==> config.mk <==
export PLATFORM = sky130hd
export DESIGN_NAME = pe_array_feeder_flat
export DESIGN_NICKNAME = d
export VERILOG_FILES = /design/src/rtl/pe_array_feeder_if.sv /design/src/rtl/pe_array_feeder.sv /design/src/flat_wrapper.sv
export SDC_FILE = /design/constraint.sdc
export NUM_CORES = 1
export LEC_CHECK = 0
export ABC_CLOCK_PERIOD_IN_PS = 2210
export CORE_AREA = 5 5 162 179
export DETAILED_ROUTE_END_ITERATION = 6
export DIE_AREA = 0 0 167 184
export PLACE_DENSITY = 0.72
export SLEW_MARGIN = 5
export SYNTH_ARGS = -nofsm -noshare
export SYNTH_HDL_FRONTEND = slang
export SYNTH_SLANG_ARGS = --single-unit
==> constraint.sdc <==
create_clock -name clk -period 2.21 [get_ports clk]
set_clock_uncertainty 0.05 [all_clocks]
set_input_delay 0.221 -clock clk [delete_from_list [all_inputs] [get_ports clk]]
set_output_delay 0.221 -clock clk [all_outputs]
set_load 0.005 [all_outputs]
==> src/rtl/pe_array_feeder_if.sv <==
// rtl/pe_array_feeder_if.sv - job, input-stream and PE-edge signals of the array feeder
interface pe_array_feeder_if #(
    parameter int DATA_WIDTH = 16,
    parameter int ROWS       = 4,
    parameter int COLS       = 4,
    parameter int K_WIDTH    = 8
);
    logic                       start;
    logic [K_WIDTH-1:0]         k_len;
    logic [COLS*DATA_WIDTH-1:0] w_data;
    logic                       s_valid;
    logic                       s_ready;
    logic [ROWS*DATA_WIDTH-1:0] s_data;
    logic [ROWS*DATA_WIDTH-1:0] left_data;
    logic [ROWS-1:0]            left_valid;
    logic [COLS*DATA_WIDTH-1:0] top_data;
    logic                       load_weight;
    logic                       clear_acc;
    logic                       enable;
    logic                       acc_enable;
    logic                       busy;
    logic                       done;

    // Job source / vector producer side
    modport master (
        output start, k_len, w_data, s_valid, s_data,
        input  s_ready, left_data, left_valid, top_data, load_weight,
               clear_acc, enable, acc_enable, busy, done
    );

    // Feeder side
    modport slave (
        input  start, k_len, w_data, s_valid, s_data,
        output s_ready, left_data, left_valid, top_data, load_weight,
               clear_acc, enable, acc_enable, busy, done
    );
endinterface

==> src/rtl/pe_array_feeder.sv <==
// rtl/pe_array_feeder.sv - sequences clear, weight load, skewed streaming and drain for a systolic PE array
module pe_array_feeder #(
    parameter int DATA_WIDTH = 16,
    parameter int ROWS       = 4,
    parameter int COLS       = 4,
    parameter int K_WIDTH    = 8
) (
    input  logic              clk,
    input  logic              rst_n,
    pe_array_feeder_if.slave  bus
);
    typedef enum logic [2:0] {
        IDLE   = 3'd0,
        CLEAR  = 3'd1,
        LOADW  = 3'd2,
        STREAM = 3'd3,
        DRAIN  = 3'd4,
        DONE   = 3'd5
    } state_t;

    // The last skewed lane leaves the array ROWS+COLS-1 cycles after the last vector enters
    localparam int          DRAIN_LEN  = ROWS + COLS - 1;
    localparam logic [15:0] DRAIN_LAST = 16'(DRAIN_LEN - 1);

    state_t                     state_q, state_d;
    logic [K_WIDTH-1:0]         k_len_q, k_len_d;
    logic [COLS*DATA_WIDTH-1:0] w_data_q, w_data_d;
    logic [15:0]                remain_q, remain_d;
    logic [15:0]                drain_q, drain_d;
    logic [COLS*DATA_WIDTH-1:0] top_data_q, top_data_d;
    logic                       s_ready_q, s_ready_d;
    logic                       clear_acc_q, clear_acc_d;
    logic                       load_weight_q, load_weight_d;
    logic                       enable_q, enable_d;
    logic                       busy_q, busy_d;
    logic                       done_q, done_d;
    logic                       accept;

    // s_ready is registered high only in STREAM, so it alone qualifies the handshake
    assign accept = s_ready_q & bus.s_valid;

    // Next state, job capture and counters; the registered outputs are decoded from the next state
    always_comb begin
        state_d  = state_q;
        k_len_d  = k_len_q;
        w_data_d = w_data_q;
        remain_d = remain_q;
        drain_d  = drain_q;
        case (state_q)
            IDLE: begin
                if (bus.start) begin
                    k_len_d  = bus.k_len;
                    w_data_d = bus.w_data;
                    state_d  = CLEAR;
                end
            end
            CLEAR: state_d = LOADW;
            LOADW: begin
                remain_d = 16'(k_len_q);
                state_d  = (k_len_q == '0) ? DONE : STREAM;
            end
            STREAM: begin
                if (accept) begin
                    remain_d = remain_q - 16'd1;
                    if (remain_q == 16'd1) begin
                        state_d = DRAIN;
                        drain_d = DRAIN_LAST;
                    end
                end
            end
            DRAIN: begin
                if (drain_q == '0) begin
                    state_d = DONE;
                end else begin
                    drain_d = drain_q - 16'd1;
                end
            end
            DONE:    state_d = IDLE;
            default: state_d = IDLE;
        endcase

        s_ready_d     = (state_d == STREAM);
        clear_acc_d   = (state_d == CLEAR);
        load_weight_d = (state_d == LOADW);
        top_data_d    = (state_d == LOADW) ? w_data_d : '0;
        enable_d      = (state_d == STREAM) || (state_d == DRAIN);
        busy_d        = (state_d != IDLE);
        done_d        = (state_d == DONE);
    end

    // FSM state, captured job parameters, counters and registered control outputs
    always_ff @(posedge clk or negedge rst_n) begin
        if (!rst_n) begin
            state_q       <= IDLE;
            k_len_q       <= '0;
            w_data_q      <= '0;
            remain_q      <= '0;
            drain_q       <= '0;
            top_data_q    <= '0;
            s_ready_q     <= 1'b0;
            clear_acc_q   <= 1'b0;
            load_weight_q <= 1'b0;
            enable_q      <= 1'b0;
            busy_q        <= 1'b0;
            done_q        <= 1'b0;
        end else begin
            state_q       <= state_d;
            k_len_q       <= k_len_d;
            w_data_q      <= w_data_d;
            remain_q      <= remain_d;
            drain_q       <= drain_d;
            top_data_q    <= top_data_d;
            s_ready_q     <= s_ready_d;
            clear_acc_q   <= clear_acc_d;
            load_weight_q <= load_weight_d;
            enable_q      <= enable_d;
            busy_q        <= busy_d;
            done_q        <= done_d;
        end
    end

    assign bus.s_ready     = s_ready_q;
    assign bus.clear_acc   = clear_acc_q;
    assign bus.load_weight = load_weight_q;
    assign bus.top_data    = top_data_q;
    assign bus.enable      = enable_q;
    assign bus.acc_enable  = enable_q;
    assign bus.busy        = busy_q;
    assign bus.done        = done_q;

    // Lane r is delayed by r+1 stages so row r meets the wavefront one cycle after row r-1
    for (genvar r = 0; r < ROWS; r++) begin : g_lane
        logic [(r+1)*DATA_WIDTH-1:0] chain_q, chain_d;
        logic [r:0]                  vld_q, vld_d;

        // Shift one stage per cycle; cycles without a handshake inject a zero bubble
        always_comb begin
            chain_d                   = chain_q << DATA_WIDTH;
            vld_d                     = vld_q << 1;
            chain_d[DATA_WIDTH-1:0]   = accept ? bus.s_data[r*DATA_WIDTH +: DATA_WIDTH] : '0;
            vld_d[0]                  = accept;
        end

        // Skew stage registers for this lane
        always_ff @(posedge clk or negedge rst_n) begin
            if (!rst_n) begin
                chain_q <= '0;
                vld_q   <= '0;
            end else begin
                chain_q <= chain_d;
                vld_q   <= vld_d;
            end
        end

        assign bus.left_data[r*DATA_WIDTH +: DATA_WIDTH] = chain_q[r*DATA_WIDTH +: DATA_WIDTH];
        assign bus.left_valid[r]                         = vld_q[r];
    end
endmodule

==> src/flat_wrapper.sv <==
// flat-port wrapper written by rule: the top's interface ports become plain ports
module pe_array_feeder_flat 
#(
    parameter int DATA_WIDTH = 16,
    parameter int ROWS       = 4,
    parameter int COLS       = 4,
    parameter int K_WIDTH    = 8
)
  (clk, rst_n, bus_start, bus_k_len, bus_w_data, bus_s_valid, bus_s_data, bus_s_ready, bus_left_data, bus_left_valid, bus_top_data, bus_load_weight, bus_clear_acc, bus_enable, bus_acc_enable, bus_busy, bus_done);
  pe_array_feeder_if #(.DATA_WIDTH(DATA_WIDTH), .ROWS(ROWS), .COLS(COLS), .K_WIDTH(K_WIDTH)) bus_i ();
  input  logic clk;
  input  logic rst_n;
  input wire logic [$bits(bus_i.start)-1:0] bus_start;
  input wire logic [$bits(bus_i.k_len)-1:0] bus_k_len;
  input wire logic [$bits(bus_i.w_data)-1:0] bus_w_data;
  input wire logic [$bits(bus_i.s_valid)-1:0] bus_s_valid;
  input wire logic [$bits(bus_i.s_data)-1:0] bus_s_data;
  output wire logic [$bits(bus_i.s_ready)-1:0] bus_s_ready;
  output wire logic [$bits(bus_i.left_data)-1:0] bus_left_data;
  output wire logic [$bits(bus_i.left_valid)-1:0] bus_left_valid;
  output wire logic [$bits(bus_i.top_data)-1:0] bus_top_data;
  output wire logic [$bits(bus_i.load_weight)-1:0] bus_load_weight;
  output wire logic [$bits(bus_i.clear_acc)-1:0] bus_clear_acc;
  output wire logic [$bits(bus_i.enable)-1:0] bus_enable;
  output wire logic [$bits(bus_i.acc_enable)-1:0] bus_acc_enable;
  output wire logic [$bits(bus_i.busy)-1:0] bus_busy;
  output wire logic [$bits(bus_i.done)-1:0] bus_done;
  assign bus_i.start = bus_start;
  assign bus_i.k_len = bus_k_len;
  assign bus_i.w_data = bus_w_data;
  assign bus_i.s_valid = bus_s_valid;
  assign bus_i.s_data = bus_s_data;
  assign bus_s_ready = bus_i.s_ready;
  assign bus_left_data = bus_i.left_data;
  assign bus_left_valid = bus_i.left_valid;
  assign bus_top_data = bus_i.top_data;
  assign bus_load_weight = bus_i.load_weight;
  assign bus_clear_acc = bus_i.clear_acc;
  assign bus_enable = bus_i.enable;
  assign bus_acc_enable = bus_i.acc_enable;
  assign bus_busy = bus_i.busy;
  assign bus_done = bus_i.done;
  pe_array_feeder #(.DATA_WIDTH(DATA_WIDTH), .ROWS(ROWS), .COLS(COLS), .K_WIDTH(K_WIDTH)) u_core (.clk(clk), .rst_n(rst_n), .bus(bus_i));
endmodule
==> impl_metrics.json, run 1 <==
{
  "netlist_top_cells_count": "341 x dfrtp_1, 70 x mux2_2, 68 x and3_1",
  "setup_viol": 0,
  "slew_viol_final": 0,
  "path_buf_inv": 1,
  "placed_cell_area_um2": 15100,
  "rsz0062_at_grt": "no",
  "gr-total-overflow": 0,
  "async_reset_ff_frac": 1.00,
  "crit_chain": "inv_1 > ha_1 > nor2b_1 > nand3_2 > or4b_2 > a21oi_1",
  "critPathSlowestCell": "or4b_2",
  "hold_violations": 0,
  "min_from": "bus_s_valid",
  "netlist_area_um2": 11700,
  "r2r_start": "u_core.drain_q[1]$_DFFE_PN0P_",
  "wirelength_mm": 26.4,
  "min_path_cells": 2,
  "powerDensity_nw_per_um2": 1020,
  "yosysMostFrequentCell": "dfrtp_1",
  "period_share": 0.955,
  "syn_area_per_cell_um2": 14.7,
  "ys_seq_area_frac": 0.731,
  "synth_largest_area_cell": "dfrtp_1",
  "hp-class": "input pin to flip-flop",
  "finalSetupTns_ps": 0,
  "p_leak_nw": 7.44,
  "grt_pass1_vias": 7740,
  "place.gp.congestion": 0.852,
  "crit_family": "simple AND/OR/NAND/NOR gates",
  "crit_path_max_incr_delay_ps": 640,
  "antenna_found_initial": 1,
  "final_antenna_net_count": 0,
  "finalCriticalPeriod_ps": 2110,
  "startpoint_type": "flip-flop",
  "tightest_slew_ps": 561,
  "r2r_setup_slack_ps": 100,
  "grt_pass1_wl_mm": 42.4,
  "clock_latency_ps": 510,
  "grt_start_max_net_pins": 71,
  "layout-drive-gt1-share": 0.170,
  "h-tree-depth": 2,
  "hpwl_mm": 18.3,
  "num-fill-cells": 2041,
  "regToRegEndpoint": "u_core.drain_q[12]$_DFFE_PN0P_",
  "synthFlopType": "dfrtp_1",
  "die_h_um": 184,
  "layout.nets": 1248,
  "cts.clk_slew.worst_paths_ps": 60,
  "path_max_fanout": 8,
  "synth_edf_count": 0,
  "drt_iter0_drc": 382,
  "clock-root-buffer": "clkbuf_16",
  "vias": 7246,
  "synth_cell_types": 53,
  "cts_made_buffers": 35,
  "numPortBuffers": 278,
  "rows": 63,
  "start_util": 0.434,
  "cts_tree": "built",
  "slew_headroom": 0.616,
  "design_area_um2": 16300,
  "core_area_um2": 26900,
  "ys_seq_elements": 341,
  "io_pins": 279,
  "irDropWorstVdd_uv": 743,
  "yosysWarnings": 0,
  "cts_max_path_buffers": 3,
  "critical_path_required_ps": 2600,
  "viasPerCell": 4.87,
  "netlist_instances": 794,
  "clock_sinks": 341,
  "run_status": "finished, final reports clean",
  "die_x_um": 167,
  "reg2reg_depth": 6,
  "drt-pass1-iter-count": 5,
  "fp.dieArea_um2": 30700,
  "drv_cap": 0,
  "drc_errors": 0,
  "min_to": "u_core.g_lane[1].vld_q[0]$_DFF_PN0_",
  "arrival_ps": 2500,
  "critPathCaptureType": "flip-flop",
  "areaGrowthSynthToFinish_pct": 39.6,
  "wire_per_inst_um": 17.8,
  "synthesis.nets": 937,
  "synth.area.top_cells": "dfrtp_1 73%, mux2_2 6.8%, and3_1 3.6%",
  "fmax_mhz": 474,
  "synth_top_area_share": 0.731,
  "cts_setup_buffers": 0,
  "grt_use_total": 0.172,
  "criticalPathCategory": "flip-flop to flip-flop"
}
[metal layers]
layer / vias to the layer above / wire length, µm / GRT usage
li1: 3378 / - / -
met1: 3615 / 10100 / 0.205
met2: 200 / 14100 / 0.306
met3: 53 / 1420 / 0.0385
met4: 0 / 844 / 0.0648
met5: - / 0 / 0
[metrics by stage]
step           setup WS (ps)  utilization  instances  power, mW  hold slack, ps
6_report                98.7        0.607       1487       16.7             124
4_1_cts                 1.80        0.606       1486       16.9            91.6
3_5_place_dp            27.6        0.561       1424       10.9             194
2_1_floorplan           66.1            -        794       9.43            -125
5_1_grt                 18.4        0.607       1487       17.6             122
3_3_place_gp             127        0.561       1424       10.8             183
[where the power goes]
group / switching (mW) / internal [mW]
combinational: 1.19 / 1.63
sequential: 0.517 / 7.45
clock: 2.35 / 3.57
[worst max path at each step]
stage                              startpoint                        endpoint  slack, ps  cells after the start
2_1_floorplan     u_core.state_q[1]$_DFF_PN0_   u_core.k_len_q[0]$_DFFE_PN0P_         70                      7
3_3_place_gp   u_core.drain_q[10]$_DFFE_PN0P_   u_core.drain_q[3]$_DFFE_PN0P_        130                      4
3_5_place_dp   u_core.drain_q[10]$_DFFE_PN0P_   u_core.drain_q[0]$_DFFE_PN0P_         30                      4
4_1_cts        u_core.drain_q[10]$_DFFE_PN0P_   u_core.drain_q[0]$_DFFE_PN0P_          2                      4
5_1_grt         u_core.drain_q[1]$_DFFE_PN0P_  u_core.drain_q[11]$_DFFE_PN0P_         20                      6
6_report        u_core.drain_q[1]$_DFFE_PN0P_  u_core.drain_q[12]$_DFFE_PN0P_        100                      6
[cells in the final DEF, fill, tap and decap left out, drive strengths merged, types with 6 or more instances in the layout]
cell / count
dfrtp: 341
clkdlybuf4s50: 276
mux2: 72
and3: 68
and2: 65
clkbuf: 48
buf: 42
a21oi: 28
o21ai: 25
nand3: 13
or3: 13
nor3: 11
nor2: 10
nor4: 10
or4: 9
inv: 8
clkinv: 8
nand2: 7
mux2i: 7
nand2b: 6
o31ai: 6
[layout make-up]
cell class                      instances  area (µm²)  area share
Clock inverter                         13         181      0.0111
Sequential cell                       341        8530       0.523
Antenna cell                            1        2.50    0.000153
Multi-Input combinational cell        402        2950       0.181
Inverter                                6        22.5     0.00138
Clock buffer                           48        1000      0.0616
Timing Repair Buffer                  319        3170       0.194
Tap cell                              357         447      0.0274
[state kept, by name, summed over array words and instances (netlist names), 3 cells and up]
register	cells
u_core.bus.top_data	64
u_core.g_lane.vld_q	4
u_core.state_q	3
u_core.remain_q	16
u_core.k_len_q	8
u_core.w_data_q	64
u_core.drain_q	16
u_core.g_lane.chain_q	160
[cell families (layout without fill, tap and decap cells)]
group,count (synthesis),count (layout),synth area share
simple gates,233,233,0.125
fa+ha+maj,3,3,0.00321
compound gates,87,87,0.0462
other cells,0,1,0
mux,79,79,0.0754
flops,341,341,0.731
buf+inv,51,386,0.0193
[repair_timing]
| action | in CTS | in global routing |
|---|---|---|
| hold buffers | 1 | 0 |
| gates resized for setup | 0 | 5 |
| endpoints found under the hold margin | 60 | 0 |
| endpoints found under the setup margin | 0 | 8 |
[worst reg2reg max path: cells and delay by family (launching register included)]
kind                     cells  cell delay (ps)
adder cells (fa/ha/maj)      1              260
flip-flops                   1              420
AO/OA/AOI/OAI                1              150
buffers and inverters        1              100
AND/OR/NAND/NOR              3             1050
Power figures use the tool's default switching activity.
==> run 2: changes to the inputs <==
--- a/config.mk
+++ b/config.mk
@@ -6,11 +6,12 @@
 export NUM_CORES = 1
 export LEC_CHECK = 0
 export ABC_CLOCK_PERIOD_IN_PS = 2210
-export CORE_AREA = 5 5 162 179
+export CORE_AREA = 2 2 159 176
 export DETAILED_ROUTE_END_ITERATION = 6
-export DIE_AREA = 0 0 167 184
+export DIE_AREA = 0 0 161 178
 export PLACE_DENSITY = 0.72
 export SLEW_MARGIN = 5
 export SYNTH_ARGS = -nofsm -noshare
 export SYNTH_HDL_FRONTEND = slang
 export SYNTH_SLANG_ARGS = --single-unit
+export TNS_END_PERCENT = 20
==> run 2 against run 1 <==
Effect of this change: critical path depth did not move; hold slack got worse by 3.3 ps; final cell count unchanged; total power hardly changed; register-to-register slack got worse by 50 ps; design area down 0.16%; count of clock-buffer cells in the layout is the same; combinational power hardly changed; die area fell by 6.7%; sequential cell count did not move; sequential share of layout area up 0.085 points; sequential power barely moved; critical path type unchanged; critical endpoint unchanged; largest power group unchanged.
==> impl_metrics.json, run 2 (synthesis gave the netlist of run 1 again) <==
{
  "run_status": "finished, final reports clean",
  "worstSetupStartpoint": "u_core.drain_q[0]$_DFFE_PN0P_",
  "hp-class": "input pin to flip-flop",
  "cts.clk_slew.worst_paths_ps": 60,
  "grt_pass1_vias": 7721,
  "num-fill-cells": 2094,
  "r2r_setup_slack_ps": 50,
  "instances_no_fill": 1487,
  "fp.dieArea_um2": 28700,
  "clock_sinks": 341,
  "largest_register": "u_core.g_lane.chain_q",
  "criticalPathCategory": "flip-flop to flip-flop",
  "layout_commonest_cell": "dfrtp_1",
  "areaGrowthSynthToFinish_pct": 39.4,
  "cts_max_path_buffers": 3,
  "hpwl_mm": 17.7,
  "finalSetupTns_ps": 0,
  "critPathCaptureType": "flip-flop",
  "grt_pass1_wl_mm": 41.9,
  "vias": 7325,
  "powerDensity_nw_per_um2": 1020,
  "period_share": 0.976,
  "slew_headroom": 0.626,
  "drv_cap": 0,
  "die_h_um": 178,
  "grt_start_max_net_pins": 66,
  "clock_latency_ps": 510,
  "cts_made_buffers": 35,
  "antenna_found_initial": 2,
  "fmax_mhz": 464,
  "clock-root-buffer": "clkbuf_16",
  "place.gp.congestion": 0.873,
  "rsz0062_at_grt": "yes",
  "regArea_um2": 8530,
  "hold_violations": 0,
  "whs_ps": 120,
  "gr-total-overflow": 0,
  "critical_path_required_ps": 2590,
  "regToRegEndpoint": "u_core.drain_q[12]$_DFFE_PN0P_",
  "drc_errors": 0,
  "design_area_um2": 16300,
  "die_x_um": 161,
  "timing.final.ws_setup_ps": 53.3,
  "largest_reg_flops": 160,
  "grt_use_total": 0.187,
  "endpoint": "u_core.drain_q[12]$_DFFE_PN0P_",
  "power_mw": 16.7,
  "final_core_util": 0.607,
  "start_util": 0.436,
  "reg2reg_depth": 6,
  "placed_cell_area_um2": 15100,
  "crit_chain": "inv_1 > ha_1 > nor2b_2 > nand3_2 > or4b_2 > a21oi_1",
  "tightest_slew_ps": 556,
  "h-tree-depth": 2,
  "crit_path_max_incr_delay_ps": 640,
  "path_max_fanout": 8,
  "preCtsSetupSlack_ps": 68.3,
  "layout-drive-gt1-share": 0.168,
  "place_inst": 1420,
  "drt_iter0_drc": 392,
  "wire_per_inst_um": 17.9,
  "rows": 63,
  "slew_viol_final": 0,
  "r2r_start": "u_core.drain_q[0]$_DFFE_PN0P_",
  "final_cell_mix": "341 x dfrtp_1, 276 x clkdlybuf4s50_1, 70 x mux2_2, 68 x and3_1, 65 x and2_1",
  "cts_setup_buffers": 0,
  "drt-pass1-iter-count": 4,
  "startpoint_type": "flip-flop",
  "core_area_um2": 26800,
  "critPathSlowestCell": "or4b_2",
  "layout.nets": 1244,
  "arrival_ps": 2540,
  "numPortBuffers": 278,
  "wirelength_mm": 26.6,
  "finalCriticalPeriod_ps": 2160,
  "irDropWorstVdd_uv": 548,
  "cts_tree": "built",
  "p_leak_nw": 7.42,
  "multi_input_area_um2": 2950,
  "viasPerCell": 4.93,
  "setup_viol": 0,
  "final_antenna_net_count": 0,
  "io_pins": 279
}
-- run 2: layout make-up --
class                           instances  share of cell area
Clock inverter                         16              0.0108
Sequential cell                       341               0.524
Clock buffer                           48              0.0617
Tap cell                              357              0.0274
Multi-Input combinational cell        402               0.181
Antenna cell                            2            0.000307
Timing Repair Buffer                  315               0.193
Inverter                                6             0.00138
-- run 2: report_power, final --
| group | total, mW | internal, mW | switching, mW |
|---|---|---|---|
| Combinational | 2.80 | 1.61 | 1.19 |
| Clock | 5.90 | 3.47 | 2.43 |
| Sequential | 7.98 | 7.44 | 0.532 |
-- run 2: worst max-delay path, delay by kind of cell (launching register included) --
kind	cells	cell delay [ps]
buffers and inverters	1	120
adder cells (fa/ha/maj)	1	280
flip-flops	1	400
AO/OA/AOI/OAI	1	160
AND/OR/NAND/NOR	3	1060
-- run 2: worst min-delay path by stage --
stage / start / end / slack [ps] / cells past startpoint
3_3_place_gp: rst_n / u_core.g_lane[0].chain_q[13]$_DFF_PN0_ / 170 / 1
2_1_floorplan: rst_n / u_core.bus.acc_enable$_DFF_PN0_ / -120 / 0
4_1_cts: bus_s_valid / u_core.g_lane[1].vld_q[0]$_DFF_PN0_ / 90 / 2
5_1_grt: bus_s_valid / u_core.g_lane[1].vld_q[0]$_DFF_PN0_ / 110 / 2
6_report: bus_s_valid / u_core.g_lane[1].vld_q[0]$_DFF_PN0_ / 120 / 2
3_5_place_dp: rst_n / u_core.g_lane[0].chain_q[13]$_DFF_PN0_ / 170 / 1
-- run 2: layer usage --
layer  GRT usage  share of wire
met3      0.0377          0.046
met1       0.225           0.40
met4      0.0644          0.029
met5           0              0
met2       0.335           0.53
-- run 2: repair_timing --
| item | CTS | global route |
|---|---|---|
| setup endpoints to repair | 0 | 6 |
| hold endpoints to repair | 55 | 0 |
| resized for setup | 0 | 4 |
| hold buffers | 1 | 0 |
